File: config.mk
export PLATFORM = sky130hd
export DESIGN_NAME = cpcs_tx_framer_flat
export DESIGN_NICKNAME = d
export VERILOG_FILES = /design/src/rtl/cpcs_tx_framer_if.sv /design/src/rtl/cpcs_tx_framer.sv /design/src/flat_wrapper.sv
export SDC_FILE = /design/constraint.sdc
export NUM_CORES = 1
export LEC_CHECK = 0
export ABC_AREA = 1
export BUFFER_PORTS_ARGS = -buffer_cell sky130_fd_sc_hd__buf_2
export CORE_MARGIN = 2
export CORE_UTILIZATION = 40
export CTS_BUF_LIST = sky130_fd_sc_hd__clkbuf_8
export DETAILED_ROUTE_END_ITERATION = 10
export SLEW_MARGIN = 20
export SYNTH_ARGS = -nofsm -noshare
export SYNTH_HDL_FRONTEND = slang
export SYNTH_SLANG_ARGS = --single-unit
File: constraint.sdc
create_clock -name clk_i -period 2.2 [get_ports clk_i]
set_clock_uncertainty 0.05 [all_clocks]
set_input_delay 0 -clock clk_i [delete_from_list [all_inputs] [get_ports clk_i]]
set_output_delay 0 -clock clk_i [all_outputs]
set_load 0.05 [all_outputs]
File: src/rtl/cpcs_tx_framer_if.sv
// Byte-stream handshake between a packet source and the Tx framer.
// The source drives data/valid/last and holds them until ready accepts the byte.
interface cpcs_tx_framer_if;
   logic [7:0] tx_data;
   logic       tx_valid;
   logic       tx_last;
   logic       tx_ready;

   modport master (
      output tx_data,
      output tx_valid,
      output tx_last,
      input  tx_ready
   );

   modport slave (
      input  tx_data,
      input  tx_valid,
      input  tx_last,
      output tx_ready
   );
endinterface

File: src/rtl/cpcs_tx_framer.sv
// Tx framing stage ahead of the 8b/10b encoder: wraps source packets in SOP/EOP,
// fills gaps with K28.5 idle pairs on even slots and spaces frames by a minimum gap.
module cpcs_tx_framer #(
   parameter int unsigned MIN_IPG = 2,
   parameter logic [7:0]  IDLE_D  = 8'hC5
) (
   input  logic            clk_i,
   input  logic            rst_i,
   input  logic            tx_en_i,
   cpcs_tx_framer_if.slave src_if,
   output logic [7:0]      enc_d_o,
   output logic            enc_k_o,
   output logic            frame_active_o,
   output logic            err_underrun_o,
   output logic [15:0]     frame_cnt_o
);

   localparam int unsigned IPG_CLAMP = (MIN_IPG < 1) ? 1 : ((MIN_IPG > 15) ? 15 : MIN_IPG);
   localparam logic [3:0]  IPG_MIN   = 4'(IPG_CLAMP);

   localparam logic [7:0] SYM_K285 = 8'hBC;
   localparam logic [7:0] SYM_SOP  = 8'hFB;
   localparam logic [7:0] SYM_EOP  = 8'hFD;
   localparam logic [7:0] SYM_EXT  = 8'hF7;
   localparam logic [7:0] SYM_ERR  = 8'hFE;

   typedef enum logic [2:0] {
      S_IDLE_K = 3'd0,
      S_IDLE_D = 3'd1,
      S_SOP    = 3'd2,
      S_DATA   = 3'd3,
      S_EOP    = 3'd4,
      S_EXT    = 3'd5
   } state_t;

   function automatic logic [3:0] sat_inc(input logic [3:0] val, input logic [3:0] lim);
      logic [3:0] res;
      if (val >= lim) begin
         res = lim;
      end else begin
         res = val + 4'd1;
      end
      return res;
   endfunction

   // The gap counter is compared one ahead because the current idle pair is still being sent.
   function automatic logic ipg_met(input logic [3:0] cnt);
      return (({1'b0, cnt} + 5'd1) >= {1'b0, IPG_MIN});
   endfunction

   state_t      state_q, state_d;
   logic        parity_q, parity_d;
   logic [3:0]  ipg_cnt_q, ipg_cnt_d;
   logic [7:0]  enc_d_q, enc_d_d;
   logic        enc_k_q, enc_k_d;
   logic        frame_active_q, frame_active_d;
   logic        err_underrun_q, err_underrun_d;
   logic [15:0] frame_cnt_q, frame_cnt_d;
   logic        next_slot_even_s;

   // parity_q is the slot of the symbol on the outputs now; the one being loaded has the other parity.
   assign next_slot_even_s = parity_q;

   assign src_if.tx_ready = (state_q == S_DATA);

   // Next-state and symbol selection for the slot loaded at the coming edge.
   always_comb begin
      state_d        = state_q;
      parity_d       = ~parity_q;
      ipg_cnt_d      = ipg_cnt_q;
      enc_d_d        = enc_d_q;
      enc_k_d        = enc_k_q;
      frame_active_d = 1'b0;
      err_underrun_d = 1'b0;
      frame_cnt_d    = frame_cnt_q;

      case (state_q)
         S_IDLE_K: begin
            if (next_slot_even_s) begin
               enc_d_d = SYM_K285;
               enc_k_d = 1'b1;
               state_d = S_IDLE_D;
            end else begin
               enc_d_d = IDLE_D;
               enc_k_d = 1'b0;
               state_d = S_IDLE_K;
            end
         end
         S_IDLE_D: begin
            enc_d_d   = IDLE_D;
            enc_k_d   = 1'b0;
            ipg_cnt_d = sat_inc(ipg_cnt_q, IPG_MIN);
            if (tx_en_i && src_if.tx_valid && ipg_met(ipg_cnt_q)) begin
               state_d = S_SOP;
            end else begin
               state_d = S_IDLE_K;
            end
         end
         S_SOP: begin
            enc_d_d        = SYM_SOP;
            enc_k_d        = 1'b1;
            frame_active_d = 1'b1;
            state_d        = S_DATA;
         end
         S_DATA: begin
            frame_active_d = 1'b1;
            if (src_if.tx_valid) begin
               enc_d_d = src_if.tx_data;
               enc_k_d = 1'b0;
               if (src_if.tx_last) begin
                  state_d = S_EOP;
               end else begin
                  state_d = S_DATA;
               end
            end else begin
               // Underrun: abort with an error symbol; the source's remaining bytes start a new frame.
               enc_d_d        = SYM_ERR;
               enc_k_d        = 1'b1;
               err_underrun_d = 1'b1;
               state_d        = S_EOP;
            end
         end
         S_EOP: begin
            enc_d_d        = SYM_EOP;
            enc_k_d        = 1'b1;
            frame_active_d = 1'b1;
            ipg_cnt_d      = 4'd0;
            frame_cnt_d    = frame_cnt_q + 16'd1;
            if (next_slot_even_s) begin
               state_d = S_EXT;
            end else begin
               state_d = S_IDLE_K;
            end
         end
         S_EXT: begin
            enc_d_d = SYM_EXT;
            enc_k_d = 1'b1;
            state_d = S_IDLE_K;
         end
         default: begin
            enc_d_d = IDLE_D;
            enc_k_d = 1'b0;
            state_d = S_IDLE_K;
         end
      endcase
   end

   // State and registered encoder outputs; reset leaves K28.5 on an even slot.
   always_ff @(posedge clk_i) begin
      if (rst_i) begin
         state_q        <= S_IDLE_D;
         parity_q       <= 1'b0;
         ipg_cnt_q      <= IPG_MIN;
         enc_d_q        <= SYM_K285;
         enc_k_q        <= 1'b1;
         frame_active_q <= 1'b0;
         err_underrun_q <= 1'b0;
         frame_cnt_q    <= 16'd0;
      end else begin
         state_q        <= state_d;
         parity_q       <= parity_d;
         ipg_cnt_q      <= ipg_cnt_d;
         enc_d_q        <= enc_d_d;
         enc_k_q        <= enc_k_d;
         frame_active_q <= frame_active_d;
         err_underrun_q <= err_underrun_d;
         frame_cnt_q    <= frame_cnt_d;
      end
   end

   assign enc_d_o        = enc_d_q;
   assign enc_k_o        = enc_k_q;
   assign frame_active_o = frame_active_q;
   assign err_underrun_o = err_underrun_q;
   assign frame_cnt_o    = frame_cnt_q;

endmodule
File: src/flat_wrapper.sv
// flat-port wrapper written by rule: the top's interface ports become plain ports
module cpcs_tx_framer_flat 
#(
   parameter int unsigned MIN_IPG = 2,
   parameter logic [7:0]  IDLE_D  = 8'hC5
)
  (clk_i, rst_i, tx_en_i, enc_d_o, enc_k_o, frame_active_o, err_underrun_o, frame_cnt_o, src_if_tx_data, src_if_tx_valid, src_if_tx_last, src_if_tx_ready);
  cpcs_tx_framer_if src_if_i ();
  input  logic clk_i;
  input  logic rst_i;
  input  logic tx_en_i;
  output logic [7:0] enc_d_o;
  output logic enc_k_o;
  output logic frame_active_o;
  output logic err_underrun_o;
  output logic [15:0] frame_cnt_o;
  input wire logic [$bits(src_if_i.tx_data)-1:0] src_if_tx_data;
  input wire logic [$bits(src_if_i.tx_valid)-1:0] src_if_tx_valid;
  input wire logic [$bits(src_if_i.tx_last)-1:0] src_if_tx_last;
  output wire logic [$bits(src_if_i.tx_ready)-1:0] src_if_tx_ready;
  assign src_if_i.tx_data = src_if_tx_data;
  assign src_if_i.tx_valid = src_if_tx_valid;
  assign src_if_i.tx_last = src_if_tx_last;
  assign src_if_tx_ready = src_if_i.tx_ready;
  cpcs_tx_framer #(.MIN_IPG(MIN_IPG), .IDLE_D(IDLE_D)) u_core (.clk_i(clk_i), .rst_i(rst_i), .tx_en_i(tx_en_i), .src_if(src_if_i), .enc_d_o(enc_d_o), .enc_k_o(enc_k_o), .frame_active_o(frame_active_o), .err_underrun_o(err_underrun_o), .frame_cnt_o(frame_cnt_o));
endmodule
==> summary.txt <==
Outcome
  • Status: finished, final reports clean

Setup path
  • Worst EP required: 2.15 ns
  • Cell at the slowest stage of the critical path: dfxtp_1
  • CP most frequent cell: inv_1
  • Critical path capture point type: output port
  • Crit Path Category: reg -> out
  • R2R depth: 8
  • CP max stage delay: 0.40 ns
  • Worst Path Arrival: 1.53 ns
  • Critical Path Stages: 5
  • CP Cell Sequence: inv_1, nor2_4, nand2_1, inv_1, buf_2
  • Crit-path leading delay family: buffers and inverters
  • Crit path buf inv count: 3
  • Startpoint Class: flop
  • Worst-path fanout max: 7

Clock tree
  • H-tree Lvls: 2
  • Root Buffer Master: clkbuf_8
  • Clock slew at reported path FFs: 0.07 ns
  • Cts-stage hold buffer count: 9
  • CTS tree: built
  • Worst-Skew Late Latency: 0.29 ns
  • CTS resizes: 0
  • Post-CTS setup buffers: 0
  • TritonCTS buffer count: 5
  • Clock Path Buffers: 2
  • Num Clock Sinks: 35

Die
  • Chip Height: 67.7 microns
  • Num ports: 41
  • Core area: 3940 sq um
  • Rows: 23
  • Die ar.: 4580 sq um
  • Initial Util: 0.411
  • Die width: 67.7 microns

STA
  • Worst-Margin Slew: 0.517 ns
  • Setup TNS: 0 ns
  • # setup viols final: 0
  • Minimum clock period: 1.58 ns
  • Max-slew violation count: 0
  • Relative slew slack: 0.653
  • Final Hold Vio Count: 0
  • RSZ-0062 raised after global routing: no
  • Tcrit/Tclk final: 0.720
  • Max Clk Rate: 631 MHz

Yosys
  • Number of synthesized flops with an enable pin: 0
  • Gate Count Post-Synth: 215
  • Post-synth top area share: 0.432
  • Main synth FF type: dfxtp_1
  • Async S/R FF share, synth: 0
  • Seq/Total Area, Yosys: 0.432
  • Post-synth cell types: 27
  • YS warnings: 0
  • Top cells by area, synth: dfxtp_1 43%, nand2_1 11%, inv_1 7.2%
  • Syn_nets: 232
  • Yosys reg bits: 35
  • Syn Area/Cell: 7.54 sq um
  • Post-Syn Area: 1620 sq um
  • Post-synth top area cell: dfxtp_1

Final layout
  • Share of layout cells above drive strength 1: 0.215
  • # diodes: 0
  • # fillers: 407
  • Commonest non-fill, non-tap cell in the layout: nand2_1
  • Multi-input gate area: 792 sq um
  • Post-Route Utilization: 0.520
  • Storage cell area: 701 sq um
  • Most frequent cells in the layout: 48 x nand2_1, 40 x buf_2, 35 x dfxtp_1
  • Layout area overhead: 26.5%
  • Nets: 286

Global route
  • GRT Total Usage: 0.162
  • First-pass GRT wire length: 5510 microns
  • Met1 Use GR: 0.187
  • Met3 Use GR: 0.0517
  • GRT overflow: 0
  • Number of global-route vias before repair: 1314
  • Antenna violations before repair: 0
  • M2 GR Usage: 0.271
  • Pin count of the biggest net entering global routing: 20
  • Gr busiest metal: met2

Hold path
  • HP Class: in -> reg
  • Hold Path Stages: 4

Placed design
  • Post-DP HPWL: 2420 microns
  • Final GP Congestion: 0.825
  • PortBufs: 40

Detailed routing
  • Antenna Nets Post-Route: 0
  • DR WL/cell: 10.5 microns
  • 1st-pass router iterations: 4
  • Routed vias: 1495
  • Routed WL: 3370 microns
  • Detailed router's first-iteration violation count: 69
  • Vias per cell: 4.67
  • DRC: 0

Power and ir drop
  • Lkg Pwr: 0.999 nW
  • Power Dens Cells: 622 nW/um^2
  • VDD IR max: 0.307 mV

Run
  • Max-cap violations: 0
registers in the layout (all words and copies together) (netlist names):
signal                   cells
u_core.enc_d_o               8
u_core.enc_k_o               1
u_core.err_underrun_o        1
u_core.frame_active_o        1
u_core.frame_cnt_o          16
u_core.ipg_cnt_q             4
u_core.next_slot_even_s      1
u_core.state_q               3
power by group:
part	switching [mW]	leakage [nW]	internal (mW)	total, mW
combinational	0.114	0.668	0.0529	0.167
clock	0.225	0.0453	0.216	0.441
sequential	0.0142	0.285	0.654	0.668
total	0.353	0.999	0.923	1.28
cells in the mapped netlist, types with 2 or more instances:
master,count
nand2_1,48
a21oi_1,17
inv_1,31
o21ai_0,12
dfxtp_1,35
nand4_1,5
o21a_1,2
o22ai_1,2
ha_1,4
nand3_4,2
nand3_1,11
nor2_4,5
nor2_1,25
xor2_1,3
per-stage QoR:
stage / setup WS, ns / instance area [sq um] / power (mW) / std cells / hold slack [ns]
after detailed placement: 0.714 / 1880 / 0.837 / 303 / 0.153
final: 0.616 / 2050 / 1.28 / 320 / 0.0292
after global routing: 0.500 / 2050 / 1.35 / 320 / 0.0558
after floorplan: 0.374 / 1620 / 0.796 / 215 / 0.0458
after global placement: 0.741 / 1880 / 0.838 / 303 / 0.154
after CTS: 0.614 / 2050 / 1.30 / 320 / 0.0182
routing by layer:
metal  part of all wire  vias to the layer above
li1                   -                      803
met2               0.47                       25
met5                  0                        -
met3              0.044                        9
met1               0.46                      658
met4              0.023                        0
final timing paths:
| check | start | endpoint | slack (ns) |
|---|---|---|---|
| max | u_core.state_q[1] | src_if_tx_ready | 0.62 |
| min | src_if_tx_valid | u_core.err_underrun_o | 0.03 |
| max reg2reg | u_core.frame_cnt_o[0] | u_core.frame_cnt_o[14] | 0.71 |
| min reg2reg | u_core.frame_cnt_o[10] | u_core.frame_cnt_o[10] | 0.44 |
logic make-up after synthesis:
| kind of cell | count (synthesis) | synth area share |
|---|---|---|
| AO/OA/AOI/OAI | 38 | 0.130 |
| buffers and inverters | 34 | 0.0795 |
| adder cells (fa/ha/maj) | 4 | 0.0309 |
| AND/OR/NAND/NOR | 101 | 0.312 |
| flip-flops | 35 | 0.432 |
| XOR/XNOR | 3 | 0.0162 |
cell type report:
type                       instances  share of cell area
clock buffer                       5              0.0336
sequential                        35               0.342
timing repair buffer              49               0.142
multi-input combinational        146               0.386
inverter                          32              0.0586
clock inverter                     3             0.00793
tap                               50              0.0305
worst reg2reg max path, cell delays in order (launching register included):
cell and delay, ns:
dfxtp_1 0.38, ha_1 0.21, nand3_1 0.13, nor2_4 0.22, nand3_4 0.11, nor2_4 0.11
nand3_1 0.07, nand2_1 0.06, nor2_1 0.05
(Power assumes the default switching activity.)
